==> config.mk <==
export PLATFORM = sky130hd
export DESIGN_NAME = irq_ctrl_flat
export DESIGN_NICKNAME = d
export VERILOG_FILES = /design/src/rtl/irq_ctrl_if.sv /design/src/rtl/irq_ctrl.sv /design/src/flat_wrapper.sv
export SDC_FILE = /design/constraint.sdc
export NUM_CORES = 1
export LEC_CHECK = 0
export CORE_MARGIN = 5
export CORE_UTILIZATION = 25
export DETAILED_ROUTE_END_ITERATION = 10
export SKIP_CTS_REPAIR_TIMING = 1
export SYNTH_ARGS = -nofsm -noshare
export SYNTH_HDL_FRONTEND = slang
export SYNTH_SLANG_ARGS = --single-unit
==> constraint.sdc <==
create_clock -name clk -period 3.4 [get_ports clk]
set_input_delay 0.68 -clock clk [delete_from_list [all_inputs] [get_ports clk]]
set_output_delay 0.68 -clock clk [all_outputs]
set_load 0.005 [all_outputs]
==> src/rtl/irq_ctrl_if.sv <==
// Register-window bus between the bridge and the interrupt controller.
// The bridge drives address/strobes/data; the controller returns combinational read data.
interface irq_ctrl_if;
  logic [31:0] addr;
  logic        we;
  logic [3:0]  be;
  logic [31:0] wd;
  logic [31:0] rd;

  modport master (output addr, output we, output be, output wd, input rd);
  modport slave  (input addr, input we, input be, input wd, output rd);
endinterface

==> src/rtl/irq_ctrl.sv <==
// Prioritised interrupt controller: latches device requests, masks them and presents
// one pre-empting request to the core, tracking nesting through an in-service register.
module irq_ctrl #(
  parameter logic [31:0] BASE_ADDR = 32'h0000_7F20,
  parameter int          N_SRC     = 6
) (
  input  logic             clk,
  input  logic             reset,
  input  logic [N_SRC-1:0] irq_in,
  irq_ctrl_if.slave        bus,
  input  logic             int_ack,
  input  logic             eret,
  output logic [N_SRC-1:0] hw_int
);

  typedef enum logic [1:0] {IDLE, REQ, SERVICE} state_t;

  localparam logic [2:0] IDX_NONE = 3'(N_SRC);
  localparam logic [2:0] VEC_NONE = 3'd7;

  state_t           state_q, state_d;
  logic [N_SRC-1:0] mask_q, mask_d;
  logic [N_SRC-1:0] pend_q, pend_d;
  logic [N_SRC-1:0] isr_q, isr_d;
  logic [N_SRC-1:0] mode_q, mode_d;
  logic [N_SRC-1:0] irq_prev_q;
  logic [N_SRC-1:0] hw_int_q, hw_int_d;
  logic [2:0]       vec_q, vec_d;

  logic [29:0]      word_off;
  logic             in_win, wr_en, wr_mask, wr_pend, wr_mode;
  logic [31:0]      rd_data;

  logic [N_SRC-1:0] cand, sel_onehot, isr_low, edge_set, ack_clr;
  logic [2:0]       sel_idx, top_idx, ack_idx;
  logic             eligible, ack_fire;
  logic             unused_bits;

  // Offset is computed by subtraction so addresses below the base wrap out of range.
  assign word_off = bus.addr[31:2] - BASE_ADDR[31:2];
  assign in_win   = (word_off < 30'd5);
  assign wr_en    = bus.we & bus.be[0] & in_win;
  assign wr_mask  = wr_en & (word_off == 30'd0);
  assign wr_pend  = wr_en & (word_off == 30'd1);
  assign wr_mode  = wr_en & (word_off == 30'd3);

  always_comb begin
    rd_data = '0;
    if (in_win) begin
      case (word_off[2:0])
        3'd0:    rd_data[N_SRC-1:0] = mask_q;
        3'd1:    rd_data[N_SRC-1:0] = pend_q;
        3'd2:    rd_data[N_SRC-1:0] = isr_q;
        3'd3:    rd_data[N_SRC-1:0] = mode_q;
        3'd4:    rd_data[2:0]       = vec_q;
        default: rd_data            = '0;
      endcase
    end
  end
  assign bus.rd = rd_data;

  assign unused_bits = ^{bus.be[3:1], bus.wd[31:N_SRC], bus.addr[1:0]};

  // Descending scan leaves the lowest set index in each result.
  assign cand = pend_q & mask_q & ~isr_q;
  always_comb begin
    sel_idx = IDX_NONE;
    top_idx = IDX_NONE;
    ack_idx = VEC_NONE;
    for (int i = N_SRC - 1; i >= 0; i--) begin
      if (cand[i])     sel_idx = 3'(i);
      if (isr_q[i])    top_idx = 3'(i);
      if (hw_int_q[i]) ack_idx = 3'(i);
    end
  end

  assign eligible   = (sel_idx < top_idx);
  assign sel_onehot = eligible ? (N_SRC'(1) << sel_idx) : '0;

  // The acknowledged source is the one currently signalled on hw_int.
  assign ack_fire = int_ack & (state_q == REQ);
  assign ack_clr  = ack_fire ? hw_int_q : '0;
  assign isr_low  = isr_q & (~isr_q + N_SRC'(1));
  assign edge_set = irq_in & ~irq_prev_q & mode_q;

  assign isr_d  = (isr_q & ~(eret ? isr_low : '0)) | ack_clr;
  assign mask_d = wr_mask ? bus.wd[N_SRC-1:0] : mask_q;
  assign mode_d = wr_mode ? bus.wd[N_SRC-1:0] : mode_q;
  assign vec_d  = ack_fire ? ack_idx : vec_q;

  // Edge sources: clears first, then a new edge overrides them on the same bit.
  for (genvar gi = 0; gi < N_SRC; gi++) begin : g_pend
    assign pend_d[gi] = mode_q[gi]
                      ? ((pend_q[gi] & ~(wr_pend & bus.wd[gi]) & ~ack_clr[gi]) | edge_set[gi])
                      : irq_in[gi];
  end

  always_comb begin
    state_d  = state_q;
    hw_int_d = '0;
    case (state_q)
      IDLE: begin
        if (eligible) begin
          state_d  = REQ;
          hw_int_d = sel_onehot;
        end
      end
      REQ: begin
        if (int_ack) begin
          state_d = SERVICE;
        end else if (eligible) begin
          hw_int_d = sel_onehot;
        end else begin
          state_d = IDLE;
        end
      end
      SERVICE: state_d = IDLE;
      default: state_d = IDLE;
    endcase
  end

  always_ff @(posedge clk or negedge reset) begin
    if (!reset) begin
      state_q    <= IDLE;
      mask_q     <= '0;
      pend_q     <= '0;
      isr_q      <= '0;
      mode_q     <= '0;
      irq_prev_q <= '0;
      hw_int_q   <= '0;
      vec_q      <= VEC_NONE;
    end else begin
      state_q    <= state_d;
      mask_q     <= mask_d;
      pend_q     <= pend_d;
      isr_q      <= isr_d;
      mode_q     <= mode_d;
      irq_prev_q <= irq_in;
      hw_int_q   <= hw_int_d;
      vec_q      <= vec_d;
    end
  end

  assign hw_int = hw_int_q;

endmodule

==> src/flat_wrapper.sv <==
// flat-port wrapper written by rule: the top's interface ports become plain ports
module irq_ctrl_flat 
#(
  parameter logic [31:0] BASE_ADDR = 32'h0000_7F20,
  parameter int          N_SRC     = 6
)
  (clk, reset, irq_in, int_ack, eret, hw_int, bus_addr, bus_we, bus_be, bus_wd, bus_rd);
  irq_ctrl_if bus_i ();
  input  logic clk;
  input  logic reset;
  input  logic [N_SRC-1:0] irq_in;
  input  logic int_ack;
  input  logic eret;
  output logic [N_SRC-1:0] hw_int;
  input wire logic [$bits(bus_i.addr)-1:0] bus_addr;
  input wire logic [$bits(bus_i.we)-1:0] bus_we;
  input wire logic [$bits(bus_i.be)-1:0] bus_be;
  input wire logic [$bits(bus_i.wd)-1:0] bus_wd;
  output wire logic [$bits(bus_i.rd)-1:0] bus_rd;
  assign bus_i.addr = bus_addr;
  assign bus_i.we = bus_we;
  assign bus_i.be = bus_be;
  assign bus_i.wd = bus_wd;
  assign bus_rd = bus_i.rd;
  irq_ctrl #(.BASE_ADDR(BASE_ADDR), .N_SRC(N_SRC)) u_core (.clk(clk), .reset(reset), .irq_in(irq_in), .bus(bus_i), .int_ack(int_ack), .eret(eret), .hw_int(hw_int));
endmodule
; Word-level counts from Yosys, hierarchy flattened
; Index checks and enable logic that the tools add are counted.
[word_totals]
word_cells = 114
regBits = 41
[classes]
shifts = 1
addsub = 2
n_reduce_logical = 4
n_lt_le_gt_ge = 2
bitwise = 52
n_eq_ne = 9
muxes = 36
[ops]
columns = op, n
row1 = 6-bit bitwise AND, 6
row2 = 3-bit 2-to-1 mux, 12
row3 = 30-bit by 1-bit == test with 1-bit output (second input constant), 1
row4 = 30-bit by 2-bit == test with 1-bit output (second input constant), 1
row5 = 30-bit zero test, 1
row6 = 30-bit by 3-bit < comparator with 1-bit output (second input constant), 1
row7 = 6-bit 2-to-1 mux, 5
row8 = 30-bit by 13-bit subtractor with 30-bit output (second input constant), 1
row9 = 1-bit bitwise AND, 24
row10 = 2-bit 2-to-1 mux, 9
row11 = 6-bit inverter, 3
row12 = 3-bit case mux with 5 select lines, 1
row13 = 1-bit inverter, 12
row14 = 3-bit case mux with 4 select lines, 1
row15 = 6-bit case mux with 2 select lines, 1
row16 = 6-bit by 1-bit adder with 6-bit output (second input constant), 1
row17 = 3-bit by 2-bit == test with 1-bit output (second input constant), 2
row18 = 1-bit 2-to-1 mux, 6
row19 = 1-bit OR, 6
row20 = 6-bit OR, 1
row21 = 1-bit by 3-bit left shift with 6-bit output (first input constant), 1
row22 = 2-bit case mux with 2 select lines, 1
row23 = 3-bit by 1-bit == test with 1-bit output (second input constant), 1
row24 = 3-bit == test (second input constant), 1
row25 = other kinds (7), 7

; Depth between registers and ports, before layout
; Gate-level depths: netlist (run 1).
[depth]
depth_word = 12
mapped_depth = 10
depth_no_buf = 10

; Worst setup path before layout (run 1)
; OpenSTA, ideal clock, no wires.
[synth_path]
path_type = input port to output port
start = input bus_addr[6]
end = output bus_rd[0]
setup_slack_ns = 0.219
path_buffers = 0
arrival_time_ns = 2.501
stages = 6
path_cell_list = or3_1 nand3_1 mux2_2 a211oi_4 nand2_1 nor4_1
[synth_between]
elab_chain_cells = 3
[synth_lines]
columns = element, line_no
row1 = from (decl), flat_wrapper.sv:15  ; input wire logic [$bits(bus_i.addr)-1:0] bus_addr;
row2 = 30-bit by 13-bit subtractor with 30-bit output, irq_ctrl.sv:40  ; assign word_off = bus.addr[31:2] - BASE_ADDR[31:2];
row3 = 30-bit by 3-bit < comparator with 1-bit output, irq_ctrl.sv:41  ; assign in_win = (word_off < 30'd5);
row4 = 6-bit 2-to-1 mux, irq_ctrl.sv:49  ; if (in_win) begin
row5 = to (decl), flat_wrapper.sv:19  ; output wire logic [$bits(bus_i.rd)-1:0] bus_rd;
; Every way passes these cells.

; Final worst setup path (run 1)
[layout_path]
start = input bus_addr[2]
end = output bus_rd[4]
[layout_between]
elab_chain_cells = 4
elab_cells_between_ends = 8
[layout_lines]
columns = element, line_no
row1 = 30-bit by 13-bit subtractor with 30-bit output (*), irq_ctrl.sv:40
row2 = "parallel branches: the longest is 2 deep, another holds 30-bit by 3-bit < comparator with 1-bit output", n/a
row3 = 6-bit 2-to-1 mux (*), irq_ctrl.sv:49
; Every way passes the cells marked *.

==> impl_metrics.ini, run 1 <==
[clock_network]
cts_tree = yes
cts.path.max_buffers = 2
htree_levels = 2
cts.clk_slew.worst_paths_ps = 60
cts_buffers = 5
clock-sinks = 41
clockRootBuffer = clkbuf_16
clock_latency_ps = 280

[critical_path]
crit_arrival_ps = 2670
cp-startpoint = bus_addr[2]
critical_path_class = input port to output pin
max_stage_delay_ps = 440
cp-start-kind = input port
r2r-start = u_core.isr_q[2]
cp.required_ps = 2720
slowest_stage = clkdlybuf4s50_1
critPathMaxFanout = 4
path_cells = clkdlybuf4s50_1 -> o21ai_1 -> nand4_1 -> a211oi_2 -> and4_4 -> nand2_4 -> buf_4 -> nor4_2 -> buf_2
endpoint_kind = output pin

[yosys]
netlist_area_mm2 = 0.002899
yosys.area_share.simple = 0.2943
synth_area_leaders = dfrtp_1 33%, buf_4 7.3%, mux2_1 4.7%
synth_fa_ha_area_frac = 0.01295
synth_xor_area_frac = 0.003021
ys_warn_count = 0
ys_seq_elements = 41
yosysMostFrequentCell = dfrtp_1
synth_cell_types = 58
synth_compound_area_frac = 0.1416
synth_edf_count = 0
syn_inst = 315
synth_top_family_by_area = simple AND/OR/NAND/NOR gates
yosys.area.top_type = dfrtp_1
synthMuxAreaShare = 0.09020
synthFlopType = dfrtp_1
netlist_top_cells_count = 38 x dfrtp_1, 28 x buf_4, 26 x nand2_1
yosysTopAreaCellShare = 0.3280
synth_area_per_cell_um2 = 9.203
ys_seq_area_frac = 0.3552
synthArstFlopShare = 1.000

[final_layout]
antenna_cells = 0
stdcell_count = 562
syn_to_final_growth_pct = 49.72
postLayoutCellArea_mm2 = 0.004340
layout-drive-gt1-share = 0.2840
fin_nets = 500

[sta]
hold_slack_ps = 493.2
skew_ps = 7.745
fmax_ghz = 0.2984
period_needed_ps = 3351
relSlewSlack = 0.3851
final_hold_viol_count = 0
tns_ps = 0
worstMarginPinSlew_ps = 922.3
finalSetupViolations = 0
final_max_slew_viol_count = 0
fin_crit_sh = 0.9856

[routing]
vias = 2789
drcViolationCount = 0
drt-vias-per-instance = 4.963
wl_per_cell_um = 15.87
dr.first_iter.drc_count = 138
wl_um = 8919
antenna_left = 0
drtPass1Iterations = 4

[floorplanning]
core_area_mm2 = 0.01137
start_util = 0.2550
dieArea_mm2 = 0.01385
io_pins = 117
rows = 39
dieWidth_um = 117.7
die_y_um = 117.7

[global_route]
grt_max_degree = 42
globalRouteTotalUtil = 0.1205
grt_pass1_wl_um = 13920
first_global_vias = 2790
grt_antenna_before_repair = 0
gr-total-overflow = 0

[hold_path]
hold_path_class = flip-flop to flip-flop
hp-start = u_core.vec_q[1]

[power_and_ir_drop]
seq_power_share = 0.431
leakagePower_nw = 2.038
power.density_mw_per_mm2 = 275.3
ir_drop_uv = 465.7
fin_total_pwr_mw = 1.195
combPwrFrac = 0.186
clock_power_share = 0.383
p_sw_frac = 0.2548
intPower_mw = 0.8904
p_sw_mw = 0.3044

[flow_run]
maxCapViolations = 0

[place]
port_buffers = 59
gp_congestion = 0.8609
place_hpwl_um = 6944
placed_cell_area_mm2 = 0.003820
dp_cells = 545

[status]
status = complete, no violations
path summary, 6_finish.rpt:
check                                        end  slack [ps]  cells past startpoint
worst max register to register  u_core.hw_int[3]        1060                      9
worst max-delay path                   bus_rd[4]          50                      9
max in group asynchronous        u_core.isr_q[5]        2290                      1
min in group asynchronous       u_core.hw_int[0]         550                      1
worst min register to register   u_core.vec_q[1]         490                      2
worst min-delay path             u_core.vec_q[1]         490                      2
metrics by stage:
step	worst slack, ps	util
4_1_cts	-880.5	0.3490
2_1_floorplan	218.7	-
6_report	48.86	0.3818
5_1_grt	-81.70	0.3818
3_5_place_dp	-864.3	0.3360
3_3_place_gp	-800.5	0.3360
final cells by class:
class	instances	area (µm²)
Inverter	11	41.29
Multi-Input combinational cell	249	1934
Fill cell	1139	7029
Tap cell	143	178.9
Clock inverter	3	22.52
Timing Repair Buffer	110	1008
Clock buffer	5	125.1
Sequential cell	41	1030
worst max-delay path: cells and delay by family:
kind | cells | cell delay, ps
AO/OA/AOI/OAI | 2 | 450
buffers and inverters | 3 | 760
AND/OR/NAND/NOR | 4 | 780
cells by family (layout without fill, tap and decap cells):
| logic type | Yosys count | in the layout |
|---|---|---|
| buf+inv | 50 | 129 |
| mux | 22 | 22 |
| simple gates | 143 | 143 |
| compound gates | 54 | 54 |
| fa+ha+maj | 3 | 3 |
| other cells | 1 | 26 |
| xor+xnor | 1 | 1 |
| flops | 41 | 41 |
power groups by stage:
stage	Clock [mW]	Sequential, mW	Combinational, mW
floorplan	0	0.519	0.0942
global placement	0	0.523	0.190
detailed placement	0	0.523	0.192
CTS	0.470	0.515	0.193
global route	0.495	0.516	0.242
finish	0.458	0.515	0.222
state kept, by name, summed over array words and instances (netlist names):
register	count
u_core.vec_q	3
u_core.irq_prev_q	6
u_core.hw_int	6
u_core.state_q	2
u_core.mask_q	6
u_core.pend_q	6
u_core.mode_q	6
u_core.isr_q	6
layer usage:
metal | routed length [µm] | global-route usage
met2 | 4362 | 0.2030
met3 | 548 | 0.03796
met4 | 68 | 0.02366
met5 | 0 | 0
met1 | 3940 | 0.1521
placed cells by master (no fill, tap or decap), types with 3 or more instances in the layout:
cell             count
buf_4               43
dfrtp_1             38
clkdlybuf4s50_1     27
conb_1              26
nand2_1             25
dlymetal6s2s_1      22
nor2_1              19
mux2_1              12
a21oi_1              9
nor3_1               9
inv_1                8
nand3_1              8
nand4_1              8
nor4_2               8
nand4b_1             8
buf_6                8
o21ai_0              7
nand2b_1             7
nor4b_1              7
buf_2                7
nand3b_1             6
a21boi_0             5
clkbuf_16            5
or2_2                4
a22o_1               4
nor2b_1              4
mux2i_1              4
a41o_1               4
nor4_1               3
nor4_4               3
mux2i_2              3
clkinvlp_4           3
clkbuf_2             3
dfstp_2              3
No activity file was read; power rests on OpenSTA's default activity.
==> run 2: changes to the inputs <==
Settings changed: RECOVER_POWER from default to 50.
==> impl_metrics.ini, run 2 (synthesis gave the netlist of run 1 again) <==
[status]
status = finished with violations
violations = max-capacitance violations, max-slew violations

[clock_network]
cts.clk_slew.worst_paths_ps = 60
cts_tree = yes
clockRootBuffer = clkbuf_16
htree_levels = 2
cts_buffers = 5
cts.path.max_buffers = 2
clock_latency_ps = 280
clock-sinks = 41

[power_and_ir_drop]
power.density_mw_per_mm2 = 274.9
fin_total_pwr_mw = 1.193
leakagePower_nw = 2.037
ir_drop_uv = 465.8

[routing]
drcViolationCount = 0
wl_per_cell_um = 15.85
drtPass1Iterations = 4
wl_um = 8925
dr.first_iter.drc_count = 131
drt-vias-per-instance = 4.947
antenna_left = 0
vias = 2785

[global_route]
grt_pass1_wl_um = 13920
grt_max_degree = 42
grt_antenna_before_repair = 1
first_global_vias = 2790
gr-total-overflow = 0
globalRouteTotalUtil = 0.1205

[final_layout]
layout-drive-gt1-share = 0.2816
fin_nets = 500
layout_commonest_cell = buf_4
nFillCells = 1139
final_cell_mix = 43 x buf_4, 38 x dfrtp_1, 26 x conb_1, 25 x nand2_1, 22 x dlymetal6s2s_1
fin_util = 0.3819
syn_to_final_growth_pct = 49.76

[critical_path]
critPathMaxFanout = 4
endpoint_kind = output pin
cp.required_ps = 2720
cp_top_family = simple AND/OR/NAND/NOR gates
max_stage_delay_ps = 440
critical_path_class = input port to output pin
path_cells = clkdlybuf4s50_1 -> o21ai_1 -> nand4_1 -> a211oi_2 -> and4_4 -> nand2_4 -> buf_4 -> nor4_2 -> buf_2
slowest_stage = clkdlybuf4s50_1
path_buf_inv = 3
cp-start-kind = input port
crit_arrival_ps = 2670

[sta]
finalSetupViolations = 0
final_max_slew_viol_count = 42
fin_crit_sh = 0.9855
skew_ps = 7.617
worstMarginPinSlew_ps = 2213
period_needed_ps = 3351
relSlewSlack = -0.4756
fmax_ghz = 0.2985
final_hold_viol_count = 0

[floorplanning]
start_util = 0.2550
rows = 39
dieArea_mm2 = 0.01385
dieWidth_um = 117.7
io_pins = 117
core_area_mm2 = 0.01137
die_y_um = 117.7

[place]
gp_congestion = 0.8609
port_buffers = 59
place_hpwl_um = 6944

[flow_run]
maxCapViolations = 1

[hold_path]
hold_path_class = flip-flop to flip-flop
## run 2: path summary, 6_finish.rpt
| check | startpoint | to | slack, ps | cells after the start |
|---|---|---|---|---|
| worst max-delay path | bus_addr[2] | bus_rd[4] | 50 | 9 |
| worst min-delay path | u_core.vec_q[1] | u_core.vec_q[1] | 500 | 2 |
| worst max register to register | u_core.isr_q[2] | u_core.hw_int[3] | 1070 | 9 |
| worst min register to register | u_core.vec_q[1] | u_core.vec_q[1] | 500 | 2 |
| max in group asynchronous | reset | u_core.isr_q[5] | 1080 | 1 |
| min in group asynchronous | reset | u_core.hw_int[0] | 1060 | 1 |
## run 2: report_power, final
part / internal, mW / switching [mW] / leakage (nW)
clock: 0.271 / 0.187 / 0.0621
sequential: 0.506 / 0.00952 / 0.535
combinational: 0.112 / 0.108 / 1.44
## run 2: metal layers
metal	part of all wire	track usage	up-vias
li1	-	-	1346
met1	0.44	0.1521	1347
met2	0.49	0.2030	88
met3	0.060	0.03796	4
met4	0.0076	0.02366	0
met5	0	0	-
## run 2: stage by stage
stage / worst slack (ps) / area [µm²] / std cells / setup TNS (ps) / hold WS, ps
2_1_floorplan: 218.7 / 2993 / 340 / 0 / 384.4
3_3_place_gp: -800.5 / 3820 / 545 / -8296 / 477.9
3_5_place_dp: -864.3 / 3820 / 545 / -9229 / 480.7
4_1_cts: -880.5 / 3968 / 553 / -5787 / 496.3
5_1_grt: -81.70 / 4342 / 563 / -121.9 / 527.9
6_report: 49.43 / 4342 / 563 / 0 / 495.0
## run 2: final cells by class
cell class / instances / area (µm²) / share of cell area
Clock inverter: 3 / 22.52 / 0.005187
Clock buffer: 5 / 125.1 / 0.02882
Timing Repair Buffer: 110 / 1007 / 0.2320
Antenna cell: 1 / 2.502 / 0.0005764
Sequential cell: 41 / 1030 / 0.2372
Inverter: 11 / 41.29 / 0.009510
Tap cell: 143 / 178.9 / 0.04121
Multi-Input combinational cell: 249 / 1934 / 0.4455
## run 2: worst register-to-register path, stage by stage, from the launching register on
cell	delay, ps
dfrtp_1	440
nand3b_1	210
nand2_1	130
a21oi_1	210
nor2_1	80
ha_1	280
or2_2	270
a21oi_1	150
a21oi_1	120
nor4b_1	330
==> run 3: changes to the inputs <==
Settings changed: ABC_CLOCK_PERIOD_IN_PS from default to 3400, HOLD_SLACK_MARGIN from default to 0.05.
==> results of run 3 <==
Same layout as run 2: the final DEF is identical, and so are final timing and power.
